===== src/rtl/tmds_period_encoder.sv =====
// Multi-channel HDMI TMDS encoder: video (8b/10b with running disparity), control,
// guard-band and data-island periods. TERC4 periods exist only with TMDS_TERC4_EN defined.
module tmds_period_encoder #(
    parameter int NUM_CH = 3,
    parameter int PIPE   = 1
) (
    input  logic                 i_hdmi_clk,
    input  logic                 i_reset,
    input  logic [2:0]           i_mode,
    input  logic [8*NUM_CH-1:0]  i_data,
    input  logic [2*NUM_CH-1:0]  i_ctrl,
    input  logic [4*NUM_CH-1:0]  i_aux,
    output logic [10*NUM_CH-1:0] o_tmds,
    output logic                 o_mode_err
);

    localparam logic [2:0] MODE_CTRL        = 3'd0;
    localparam logic [2:0] MODE_VIDEO       = 3'd1;
    localparam logic [2:0] MODE_VIDEO_GUARD = 3'd2;
    localparam logic [2:0] MODE_DATA_GUARD  = 3'd3;
    localparam logic [2:0] MODE_DATA_ISLAND = 3'd4;

    localparam logic [9:0] CTRL_00  = 10'b1101010100;
    localparam logic [9:0] GB_EVEN  = 10'b1011001100;
    localparam logic [9:0] GB_ODD   = 10'b0100110011;

    typedef struct packed {
        logic [9:0]        sym;
        logic signed [4:0] cnt;
    } enc_t;

    function automatic logic [9:0] ctrl_code(input logic [1:0] c);
        case (c)
            2'b00:   ctrl_code = 10'b1101010100;
            2'b01:   ctrl_code = 10'b0010101011;
            2'b10:   ctrl_code = 10'b0101010100;
            default: ctrl_code = 10'b1010101011;
        endcase
    endfunction

`ifdef TMDS_TERC4_EN
    function automatic logic [9:0] terc4(input logic [3:0] n);
        case (n)
            4'h0:    terc4 = 10'b1010011100;
            4'h1:    terc4 = 10'b1001100011;
            4'h2:    terc4 = 10'b1011100100;
            4'h3:    terc4 = 10'b1011100010;
            4'h4:    terc4 = 10'b0101110001;
            4'h5:    terc4 = 10'b0100011110;
            4'h6:    terc4 = 10'b0110001110;
            4'h7:    terc4 = 10'b0100111100;
            4'h8:    terc4 = 10'b1011001100;
            4'h9:    terc4 = 10'b0100111001;
            4'hA:    terc4 = 10'b0110011100;
            4'hB:    terc4 = 10'b1011000110;
            4'hC:    terc4 = 10'b1010001110;
            4'hD:    terc4 = 10'b1001110001;
            4'hE:    terc4 = 10'b0101100011;
            default: terc4 = 10'b1011000011;
        endcase
    endfunction
`endif

    function automatic logic [3:0] ones8(input logic [7:0] v);
        logic [3:0] s;
        s = '0;
        for (int i = 0; i < 8; i++)
            s = s + {3'b000, v[i]};
        return s;
    endfunction

    // DVI 1.0 video encoder: transition minimisation followed by DC balancing.
    function automatic enc_t encode_video(input logic [7:0] d, input logic signed [4:0] cnt);
        logic [8:0]        q_m;
        logic [3:0]        n1d;
        logic [3:0]        n1q;
        logic [3:0]        n0q;
        logic signed [4:0] bal;
        logic              use_xnor;
        enc_t              r;
        n1d      = ones8(d);
        use_xnor = (n1d > 4'd4) || (n1d == 4'd4 && !d[0]);
        q_m[0]   = d[0];
        for (int i = 1; i < 8; i++)
            q_m[i] = use_xnor ? ~(q_m[i-1] ^ d[i]) : (q_m[i-1] ^ d[i]);
        q_m[8] = ~use_xnor;
        n1q    = ones8(q_m[7:0]);
        n0q    = 4'd8 - n1q;
        bal    = $signed({1'b0, n1q}) - $signed({1'b0, n0q});
        if (cnt == 5'sd0 || bal == 5'sd0) begin
            r.sym = {~q_m[8], q_m[8], q_m[8] ? q_m[7:0] : ~q_m[7:0]};
            r.cnt = q_m[8] ? cnt + bal : cnt - bal;
        end else if ((cnt > 5'sd0 && bal > 5'sd0) || (cnt < 5'sd0 && bal < 5'sd0)) begin
            r.sym = {1'b1, q_m[8], ~q_m[7:0]};
            r.cnt = cnt - bal + (q_m[8] ? 5'sd2 : 5'sd0);
        end else begin
            r.sym = {1'b0, q_m[8], q_m[7:0]};
            r.cnt = cnt + bal - (q_m[8] ? 5'sd0 : 5'sd2);
        end
        return r;
    endfunction

    logic [2:0]          s_mode;
    logic [8*NUM_CH-1:0] s_data;
    logic [2*NUM_CH-1:0] s_ctrl;
`ifdef TMDS_TERC4_EN
    logic [4*NUM_CH-1:0] s_aux;
`else
    logic unused_aux;
    assign unused_aux = ^i_aux;
`endif

    generate
        if (PIPE == 2) begin : g_in_reg
            always_ff @(posedge i_hdmi_clk or posedge i_reset) begin
                if (i_reset) begin
                    s_mode <= MODE_CTRL;
                    s_data <= '0;
                    s_ctrl <= '0;
`ifdef TMDS_TERC4_EN
                    s_aux  <= '0;
`endif
                end else begin
                    // NOTE: state registers use non-blocking assignments so every flop samples pre-edge values.
                    s_mode <= i_mode;
                    s_data <= i_data;
                    s_ctrl <= i_ctrl;
`ifdef TMDS_TERC4_EN
                    s_aux  <= i_aux;
`endif
                end
            end
        end else begin : g_in_wire
            always_comb begin
                s_mode = i_mode;
                s_data = i_data;
                s_ctrl = i_ctrl;
`ifdef TMDS_TERC4_EN
                s_aux  = i_aux;
`endif
            end
        end
    endgenerate

    logic mode_legal;
    always_comb begin
`ifdef TMDS_TERC4_EN
        mode_legal = (s_mode <= MODE_DATA_ISLAND);
`else
        mode_legal = (s_mode <= MODE_VIDEO_GUARD);
`endif
    end

    logic [NUM_CH-1:0][9:0] sym_d;
    logic [NUM_CH-1:0][9:0] sym_q;
    logic signed [4:0]      cnt_d [NUM_CH];
    logic signed [4:0]      cnt_q [NUM_CH];

    // Every non-video period clears disparity, so video always restarts balanced.
    always_comb begin
        enc_t enc;
        for (int k = 0; k < NUM_CH; k++) begin
            // NOTE: defaults first on every path keep this block purely combinational (no latches).
            enc      = encode_video(s_data[8*k +: 8], cnt_q[k]);
            sym_d[k] = ctrl_code(s_ctrl[2*k +: 2]);
            cnt_d[k] = 5'sd0;
            case (s_mode)
                MODE_VIDEO: begin
                    sym_d[k] = enc.sym;
                    cnt_d[k] = enc.cnt;
                end
                MODE_VIDEO_GUARD: begin
                    if (k == 1)
                        sym_d[k] = GB_ODD;
                    else if (k != 3)
                        sym_d[k] = GB_EVEN;
                end
`ifdef TMDS_TERC4_EN
                MODE_DATA_GUARD: begin
                    if (k == 0)
                        sym_d[k] = terc4({2'b11, s_ctrl[1:0]});
                    else if (k != 3)
                        sym_d[k] = GB_ODD;
                end
                MODE_DATA_ISLAND: begin
                    sym_d[k] = terc4(s_aux[4*k +: 4]);
                end
`endif
                default: ;
            endcase
        end
    end

    always_ff @(posedge i_hdmi_clk or posedge i_reset) begin
        if (i_reset) begin
            for (int k = 0; k < NUM_CH; k++) begin
                sym_q[k] <= CTRL_00;
                cnt_q[k] <= 5'sd0;
            end
            o_mode_err <= 1'b0;
        end else begin
            for (int k = 0; k < NUM_CH; k++) begin
                sym_q[k] <= sym_d[k];
                cnt_q[k] <= cnt_d[k];
            end
            if (!mode_legal)
                o_mode_err <= 1'b1;
        end
    end

    assign o_tmds = sym_q;

endmodule


===== config.mk =====
export PLATFORM = sky130hd
export DESIGN_NAME = tmds_period_encoder
export DESIGN_NICKNAME = d
export VERILOG_FILES = /design/src/rtl/tmds_period_encoder.sv
export SDC_FILE = /design/constraint.sdc
export NUM_CORES = 1
export LEC_CHECK = 0
export CAP_MARGIN = 5
export CORE_MARGIN = 10
export CORE_UTILIZATION = 45
export DETAILED_ROUTE_END_ITERATION = 8
export PLACE_DENSITY = 0.7
export SETUP_SLACK_MARGIN = 0.05
export SYNTH_ARGS = -nofsm -noshare
export SYNTH_HDL_FRONTEND = slang
export SYNTH_SLANG_ARGS = --single-unit

===== constraint.sdc =====
create_clock -name i_hdmi_clk -period 1.85 [get_ports i_hdmi_clk]
set_input_delay 0.185 -clock i_hdmi_clk [delete_from_list [all_inputs] [get_ports i_hdmi_clk]]
set_output_delay 0.185 -clock i_hdmi_clk [all_outputs]
set_load 0.03 [all_outputs]

==> flow_results.org <==
** Status
- Result of the run :: finished, violations left
- Violated checks :: setup timing

** Finish
- The library cell used most frequently in the layout, excluding fill and tap cells, is buf_4.
- The post-route netlist has 42.9% of its cells at a drive strength greater than 1.
- After routing the design area is 0.00884 sq mm.
- The finished layout holds 1000 standard cells, fillers aside.
- For this run, the post-layout net count is between 900 and 1000.
- In the layout the commonest cells are 166 x buf_4, 68 x inv_1, 60 x ha_1.
- Summing all multi-input logic gate instances after layout gives roughly 0.0047 sq mm.
- Post-route core utilization :: approximately three quarters
- The number of antenna diodes in the final layout is 0.
- Number of fill cells :: roughly 800
- Area growth from synthesis to layout :: 59.6%
- Storage cell area :: 0.00117 sq mm

** Clock tree
- Root Buffer Master :: clkbuf_16
- TritonCTS clock tree :: done
- Clock-pin slew reported for the worst setup and hold paths after clock tree synthesis :: 0.07 ns
- The clock tree synthesis step divided the H-tree into 2 levels.
- For the worst-skew pair, the clock arrives at the later sink with an insertion delay of between 0.2 and 0.3 ns.
- Clock sink total :: 46
- Buffers from clock root to sink, at most :: 2
- After clock tree synthesis, the flow added hold-fix buffers numbering 0.
- Number of CTS-inserted buffers :: 5

** Worst hold path
- Class of the tightest hold or removal check :: in -> async

** Yosys
- Mean instance size in the synthesized netlist :: slightly above 9 sq um
- Dominant register cell in the synthesized netlist :: dfrtp_1
- Post-synthesis instance area :: approximately 0.0055 sq mm
- Synthesis Warnings :: 0
- Number of unique standard cell types used by synthesis :: 62
- For this run, asynchronously set or reset flops after synthesis account for 100%.
- Counting flops with a built-in enable in the synthesized netlist gives 0.
- After technology mapping, the gate count stands at between 600 and 700.
- Flops & latches, synth :: 46
- Summing the sequential cell areas from Yosys gives between 20% and 30% of the chip area.
- Synthesized net count :: ~750

** Global route
- Global-route wire length before repair :: roughly 27000 microns
- In the global route stage, overall resource usage came out at between 15 and 20%.
- Number of global-route vias before repair :: between 5000 and 6000
- Summed over all layers, the global routing overflow is 0.
- Maximum number of pins on one net before global-route repair :: 35
- The initial antenna violation count was 0.

** Placed design
- Routability-driven placement finished with a final weighted congestion of ~0.86.
- Placed Area :: 0.00784 sq mm
- Once placement completed, the tool counted placed cells totaling about 960.
- The wire-length estimate of the detail-placed layout is 12400 microns.
- Input/output buffers :: 65

** Setup path
- Highest net fanout along the worst path :: 4
- STA classifies the critical path endpoint as a flip-flop.
- Slowest stage cell on the critical path :: fa_1
- Among the stages of the critical path, the cell type that occurs most often is fa_1.
- Req. time, crit path :: a little over 2 ns
- The worst setup path is launched from a primary input.
- Path type of the worst setup path :: in -> reg
- In this run the register-to-register setup slack is -0.43 ns.
- On the worst path, the slowest cell contributes a delay of 0.56 ns.
- For the worst setup path, the data arrival time is 7.33 ns.

** STA
- Setup violations remaining at the end of the flow were counted as 42.
- Summed over all failing endpoints, the final setup total negative slack is -203.85 ns.
- Count of final hold-check violations :: 0
- At the pin with the least slew margin, the transition time is 0.583 ns.
- Between clock sinks in the finished design, the worst skew comes to between 0.01 and 0.015 ns.
- The number of max-slew violations in the final report came to 0.
- Final Cycle Share :: 387%
- Timing-limited maximum frequency :: 140 MHz
- Rel. slew slack :: around three fifths
- The worst path in the final design needs a cycle of between 7 and 8 ns, including I/O delays and setup.
- Setup slack on the critical path of the routed design comes to -5.30 ns.
- Setup repair after global routing could not meet its margin everywhere.

** Drt
- In the final routed layout, each cell accounts on average for approximately 17 microns.
- The count of nets left with antenna violations once routing finished came out at 0.
- Total routed wirelength :: about 17000 microns
- Number of vias after detailed routing :: ~5400
- TritonRoute pass-1 iters :: 5
- DRC violations left :: 0
- Using the TritonRoute via totals, the vias-per-cell ratio works out to approximately 5.4.
- The first routing iteration left just under 400 violations.

** Floorplanning
- Pin placement for this block handled approximately 80 I/O pins.
- After floorplanning, the core was divided into 40 placement rows.
- Core area :: around 0.012 sq mm
- Die Ht :: approximately 130 microns
- In this run the horizontal extent of the chip is 131 microns.
- Effective utilization at floorplan :: between 40% and 50%
- The die covers between 0.015 and 0.02 sq mm.

** Run
- # Max-Cap Violations :: 0
-- cells in the mapped netlist (all sizes together) (5+ instances only) --
cell / n / area (sq um)
o21ai: 17 / 85.1
a211oi: 6 / 45.0
dfstp: 15 / 394
and2: 16 / 103
mux2i: 9 / 90.1
xor2: 17 / 171
a21o: 5 / 37.5
o21a: 8 / 60.1
clkbuf: 9 / 33.8
fa: 26 / 521
nor3b: 6 / 45.0
nand2: 28 / 105
and3: 5 / 31.3
ha: 73 / 913
o21bai: 5 / 37.5
inv: 89 / 334
buf: 6 / 41.3
nand2b: 8 / 50.1
a21oi: 30 / 165
or3: 7 / 45.1
o31ai: 6 / 58.8
o2111ai: 6 / 52.6
o211ai: 43 / 328
xnor2: 45 / 402
a211o: 7 / 62.6
dfrtp: 31 / 776
nor3: 6 / 30.0
nor2: 32 / 125
-- registers in the layout (all words and copies together), names as in the netlist --
| signal | cells |
|---|---|
| o_mode_err | 1 |
| cnt_q | 15 |
| o_tmds | 30 |
-- worst paths after layout --
check,end,start,depth (start not counted)
min in group i_hdmi_clk,o_tmds[20]$_DFF_PP0_,i_data[16],4
worst min-delay path,cnt_q[2]$_DFF_PP0_,i_reset,2
max in group asynchronous,o_tmds[14]$_DFF_PP1_,i_reset,3
worst max-delay path,cnt_q[9]$_DFF_PP0_,i_data[11],31
worst max register to register,o_tmds[14]$_DFF_PP1_,cnt_q[7]$_DFF_PP0_,7
worst min register to register,o_mode_err$_DFFE_PP0N_,o_mode_err$_DFFE_PP0N_,1
-- routing by layer --
| layer | share of wire (%) | GRT usage [%] |
|---|---|---|
| met1 | 40 | 22.3 |
| met2 | 53 | 36.7 |
| met3 | 4.6 | 3.06 |
| met4 | 2.5 | 5.76 |
| met5 | 0 | 0 |
-- per-stage QoR --
step                worst slack [ns]  hold slack, ns
CTS                            -5.40           0.173
global placement               -6.12           0.454
floorplan                      -5.50           0.286
global route                   -5.54           0.193
detailed placement             -6.30           0.472
finish                         -5.30           0.159
-- area by class of cell --
class | count | share of cell area [%]
Multi-Input combinational cell | 450 | 52.8
Timing Repair Buffer | 259 | 25.5
Sequential cell | 46 | 13.2
Inverter | 90 | 4.43
Tap cell | 147 | 2.08
Clock buffer | 7 | 1.61
Clock inverter | 1 | 0.340
-- critical path: cells and delay by family --
kind,cells,cell delay (ns)
AOI/OAI and AO/OA,4,0.71
xor gates and xnor gates,2,0.39
adders and majority gates,12,4.83
buffers and inverters,8,0.59
muxes,1,0.18
and+or+nand+nor,4,0.45
-- timing repair --
item                                    in CTS  in global routing
buffers inserted                            27                 17
endpoints found under the setup margin      42                 42
resized for setup                          133                 50
pin swaps                                  100                 76
-- kinds of logic after synthesis --
kind of cell	synth area share (%)
AO/OA/AOI/OAI	19.8
XOR/XNOR	12.0
adder cells (fa/ha/maj)	25.9
buffers and inverters	7.46
flip-flops	21.1
multiplexers	1.83
AND/OR/NAND/NOR	11.9
Power is not shown: default switching activity piles up to over one toggle a cycle in this logic, so the estimate is an artifact.
==> edit 1: new RTL, config.mk and constraints unchanged <==
Build with the macro `TMDS_TERC4_EN` defined.
--- a/src/rtl/tmds_period_encoder.sv
+++ b/src/rtl/tmds_period_encoder.sv
@@ -1,4 +1,6 @@
 // Multi-channel HDMI TMDS encoder: video (8b/10b with running disparity), control,
 // guard-band and data-island periods. TERC4 periods exist only with TMDS_TERC4_EN defined.
+`define TMDS_TERC4_EN
+
 module tmds_period_encoder #(
     parameter int NUM_CH = 3,
Behaviour: not the same (Yosys sat finds a counterexample within 4 cycles, from zero or initial values and one cycle with i_reset high).
==> edit 1 against the original RTL <==
  * The flow still finishes with violations (setup timing)
  * Via count grew 38%
  * Sequential cell count unchanged
  * Setup slack lost 230 ps
  * Largest cell class unchanged
  * Count of clock-buffer cells in the layout fell by 2
  * Design area increased by 30%
  * Final cell count grew 40%
  * Highest routed layer unchanged
  * Wire length increased by 40%
  * Synthesized area rose by 29%
  * Critical endpoint is now cnt_q[14]
Power is not shown: default switching activity piles up to over one toggle a cycle in this logic, so the estimate is an artifact.
==> edit 1: results <==
metrics = {
    "status": {
        "outcome": "complete, but fails checks",
        "violations": "setup timing",
    },
    "setup_path": {
        "critPathMaxStageDelay_ps": 520,
        "critPathMaxFanout": 4,
        "arrival_ps": 7580,
        "cp_slowest_cell": "fa_1",
    },
    "routing": {
        "first_pass_iters": 5,
        "drt_iter0_markers": 435,
        "wl_per_cell_um": 17.0,
        "vias": 7467,
        "via_per_inst": 5.34,
    },
    "global_route": {
        "track_usage_pct": 20.0,
        "antenna_found_initial": 0,
        "grt_max_degree": 47,
        "grt_pass1_wl_um": 36100,
        "grt_pass1_vias": 7361,
    },
    "placement": {
        "gp_congestion": 0.930,
        "portBuffers": 77,
        "dpl.hpwl_um": 16700,
        "postPlaceCellArea_mm2": 0.0103,
        "placed_cells": 1355,
        "place_ws_ps": -6300,
    },
    "synth": {
        "ys_async_sr_fraction_pct": 100,
        "synth_fp_nets": 1017,
        "synthTopCellsByCount": "ha_1, inv_1, nor2_1",
        "avgSynthCellArea_um2": 8.41,
        "ys_warn_count": 0,
        "synthFlopType": "dfrtp_1",
        "synth.area.top_cells": "ha_1, dfrtp_1, fa_1",
        "synth_cell_types": 72,
        "ys_seq_area_share_pct": 16.4,
    },
    "finish": {
        "largest_reg_flops": 30,
        "n_fill_cell": 1062,
        "num_antenna_cells": 0,
        "drive_gt1_share_pct": 42.7,
    },
    "flow_run": {
        "cap_violations": 0,
    },
    "timing": {
        "slew_headroom_pct": 69.6,
        "worst_slack_ps": -5540,
        "fin_setup_tns_ps": -214630,
        "finClkSkew_ps": 4.84,
        "finalSetupViolations": 42,
    },
    "clock_tree": {
        "cts.clk_slew.worst_paths_ps": 80,
        "clk_latency_ps": 310,
        "cts_buffers": 5,
        "cts_root_buffer": "clkbuf_16",
        "cts_buffer_depth": 2,
        "ctsHtreeMaxLevel": 2,
    },
    "worst_hold_path": {
        "hold_path_class": "input port to async pin",
    },
}
edit 1: cell count changes after synthesis, sizes merged, moves of 9 or more:
cell and change:
o22ai +12, xor2 +11, ha +23, clkbuf +16, nand3 +13, o211ai -36
a21oi +35, nand2 +30, nor2 +39, and2 -12, o21ai +36, a211oi +9
xnor2 +17
edit 1: kinds of logic after synthesis:
logic type / share of synthesized area (%)
mux: 3.25
simple gates: 12.9
flops: 16.4
xor+xnor: 13.2
fa+ha+maj: 24.5
compound gates: 22.6
buf+inv: 7.13
edit 1: repair_timing:
| action | CTS | global route |
|---|---|---|
| setup buffers | 23 | 21 |
| gates resized for setup | 101 | 95 |
| setup endpoints to repair | 42 | 42 |
| pin swaps | 80 | 94 |
edit 1: final timing paths:
kind	from	to	slack, ps	cells after the start
worst max-delay path	i_data[0]	cnt_q[14]	-5540	31
worst min-delay path	i_reset	cnt_q[7]	250	3
worst max register to register	cnt_q[6]	cnt_q[9]	-430	10
worst min register to register	o_mode_err	o_mode_err	480	1
max in group asynchronous	i_reset	o_tmds[6]	1300	3
min in group i_hdmi_clk	i_data[8]	o_tmds[10]	320	4
edit 1: area by class of cell:
type | instances | area share, %
Clock inverter | 3 | 0.229
Timing Repair Buffer | 366 | 26.9
Tap cell | 211 | 2.30
Clock buffer | 5 | 1.09
Sequential cell | 46 | 10.2
Multi-Input combinational cell | 668 | 55.8
Inverter | 99 | 3.54
edit 1: worst max-delay path: cells and delay by family:
family,cells,cell delay (ps)
AOI/OAI and AO/OA,5,630
xor gates and xnor gates,3,450
adders and majority gates,12,4830
buffers and inverters,6,490
muxes,1,290
and+or+nand+nor,4,690
edit 1: through the flow:
stage	utilization, %	hold slack (ps)
after floorplan	-	372
after global placement	67.0	450
after detailed placement	67.0	473
after CTS	70.9	268
after global routing	74.8	293
final	74.8	253
edit 1: layer usage:
metal	up-vias	global-route usage, %	share of wire, %
li1	3619	-	-
met1	3543	25.3	43
met2	249	34.1	50
met4	0	5.92	2.4
met3	56	3.35	5.4
met5	-	0	0
==> edit 2: new RTL, same settings <==
Without the edit above. Register the inputs `i_mode`, `i_data` and `i_ctrl` before use, without a reset. The logic sees them one clock later. The other inputs are not delayed to match.
--- a/src/rtl/tmds_period_encoder.sv
+++ b/src/rtl/tmds_period_encoder.sv
@@ -29,4 +29,14 @@
         logic signed [4:0] cnt;
     } enc_t;
+
+    logic [2:0] i_mode_q;
+    logic [8*NUM_CH-1:0] i_data_q;
+    logic [2*NUM_CH-1:0] i_ctrl_q;
+
+    always_ff @(posedge i_hdmi_clk) begin
+        i_mode_q <= i_mode;
+        i_data_q <= i_data;
+        i_ctrl_q <= i_ctrl;
+    end
 
     function automatic logic [9:0] ctrl_code(input logic [1:0] c);
@@ -123,7 +133,7 @@
                 end else begin
                     // NOTE: state registers use non-blocking assignments so every flop samples pre-edge values.
-                    s_mode <= i_mode;
-                    s_data <= i_data;
-                    s_ctrl <= i_ctrl;
+                    s_mode <= i_mode_q;
+                    s_data <= i_data_q;
+                    s_ctrl <= i_ctrl_q;
 `ifdef TMDS_TERC4_EN
                     s_aux  <= i_aux;
@@ -133,7 +143,7 @@
         end else begin : g_in_wire
             always_comb begin
-                s_mode = i_mode;
-                s_data = i_data;
-                s_ctrl = i_ctrl;
+                s_mode = i_mode_q;
+                s_data = i_data_q;
+                s_ctrl = i_ctrl_q;
 `ifdef TMDS_TERC4_EN
                 s_aux  = i_aux;
Behaviour: not the same (a bounded check fails within 4 cycles, from zero or initial values and one cycle with i_reset high).
==> edit 2 against the original RTL <==
  * Utilization rose by 3.3 points
  * Wire length grew 53%
  * Critical path depth is 1 higher
  * Fmax down 12%
  * The flow still finishes with violations (setup timing)
  * Worst hold slack better by 12 ps
  * Setup slack worse by 1000 ps
  * Sequential cell count rose by 33
  * Design area grew 26%
  * Highest routed layer unchanged
  * Synthesized area grew 19%
Power is not shown: default switching activity piles up to over one toggle a cycle in this logic, so the estimate is an artifact.
==> edit 2: results <==
metrics = {
    "timing": {
        "finalSetupViolations": 42,
        "finClkSkew_ps": 18.8,
        "worst_slew_pin_slew_ps": 579,
        "worst_slack_ps": -6320,
    },
    "clock_tree": {
        "cts_root_buffer": "clkbuf_16",
        "clk_latency_ps": 370,
        "cts_buffers": 9,
        "ctsHtreeMaxLevel": 3,
    },
    "routing": {
        "via_per_inst": 5.75,
        "first_pass_iters": 6,
        "wl_per_cell_um": 21.1,
        "drt_iter0_markers": 712,
    },
    "synth": {
        "synth_edf_count": 0,
        "ys_async_sr_fraction_pct": 58.2,
        "synthTopCellsByCount": "inv_1, ha_1, nand2_1, xnor2_1, nor2_1",
        "synthFlopType": "dfxtp_1",
        "synth_fp_nets": 850,
        "synth_cell_types": 72,
        "ys_seq_area_share_pct": 27.7,
        "synth.area.top_cells": "ha_1, dfrtp_1, dfxtp_1",
        "ys_warn_count": 0,
    },
    "worst_hold_path": {
        "hold_path_class": "input port to async pin",
    },
    "finish": {
        "num_antenna_cells": 0,
        "drive_gt1_share_pct": 47.9,
        "final_nets": 1195,
        "largest_reg_flops": 30,
    },
    "global_route": {
        "met3_usage_pct": 5.11,
        "grt_pass1_vias": 7404,
        "grtUsageMet2_pct": 41.4,
        "track_usage_pct": 24.5,
        "antenna_found_initial": 0,
        "grt_pass1_wl_um": 39100,
        "grtUsageMet1_pct": 28.5,
        "grt_max_degree": 47,
    },
    "status": {
        "outcome": "complete, but fails checks",
        "violations": "setup timing",
    },
    "placement": {
        "gp_congestion": 0.932,
        "portBuffers": 65,
        "dpl.hpwl_um": 16000,
    },
    "setup_path": {
        "arrival_ps": 8440,
        "critPathMaxStageDelay_ps": 550,
        "critPathMaxFanout": 8,
    },
}
==> edit 2: cell types whose count changed after synthesis, sizes merged, moves of 5 or more <==
cell,before,now
nor2b,3,9
a22oi,0,5
nor2,32,37
a211oi,6,25
nor3,6,15
o22ai,1,11
a31oi,2,7
dfxtp,0,33
nand2,28,41
nand3,4,16
inv,89,97
and2,16,6
o211ai,43,21
==> edit 2: kinds of logic (layout without fill, tap and decap cells) <==
logic type               after synthesis  after routing  share of synthesized area (%)
AO/OA/AOI/OAI                        178            178                           20.3
adder cells (fa/ha/maj)               99             99                           21.7
multiplexers                           9              9                           1.40
AND/OR/NAND/NOR                      164            164                           12.7
buffers and inverters                110            460                           6.28
flip-flops                            79             79                           27.7
XOR/XNOR                              65             65                           9.88
==> edit 2: routing by layer <==
layer	wire [µm]	share of wire, %
met5	0	0
met4	1210	4.6
met3	1660	6.4
met2	13200	51
met1	10000	39
==> edit 2: worst max-delay path, delay by kind of cell, from the launching register on <==
kind                       cells  cell delay, ps
xor gates and xnor gates       1             170
and+or+nand+nor                6             850
adders and majority gates     12            4810
DFF                            1             330
buffers and inverters          6             500
AOI/OAI and AO/OA              6            1120
muxes                          1             280
==> edit 2: repair_timing <==
item | in CTS | in global routing
endpoints found under the setup margin | 42 | 43
resized for setup | 92 | 84
buffers inserted | 88 | 41
pin swaps | 98 | 81
hold buffers | 0 | 0
endpoints found under the hold margin | 0 | 0
==> edit 2: worst paths after layout <==
path	endpoint	startpoint	slack (ps)	cells past startpoint
setup / recovery	o_tmds[5]	i_data_q[3]	-6320	32
hold / removal	cnt_q[8]	i_reset	170	3
setup reg to reg	o_tmds[5]	i_data_q[3]	-6320	32
hold reg to reg	o_mode_err	o_mode_err	530	1
max in group asynchronous	o_tmds[19]	i_reset	1360	3
min in group i_hdmi_clk	i_data_q[16]	i_data[16]	250	1
==> edit 2: stage by stage <==
| step | instances | TNS, ps | utilization [%] | setup slack (ps) | area [µm²] |
|---|---|---|---|---|---|
| 4_1_cts | 1239 | -233270 | 74.0 | -5970 | 10700 |
| 3_3_place_gp | 1142 | -228200 | 64.8 | -6010 | 9380 |
| 5_1_grt | 1238 | -243990 | 76.8 | -6450 | 11100 |
| 6_report | 1238 | -235760 | 76.8 | -6320 | 11100 |
| 3_5_place_dp | 1142 | -235310 | 64.8 | -6210 | 9380 |
| 2_1_floorplan | 704 | -225620 | - | -5950 | 7000 |
==> edit 2: cell type report <==
class	count	area, µm²
Timing Repair Buffer	347	2940
Inverter	97	379
Multi-Input combinational cell	515	5420
Sequential cell	79	1840
Clock buffer	9	225
Clock inverter	7	86.3
Tap cell	184	230
Fill cell	878	3360
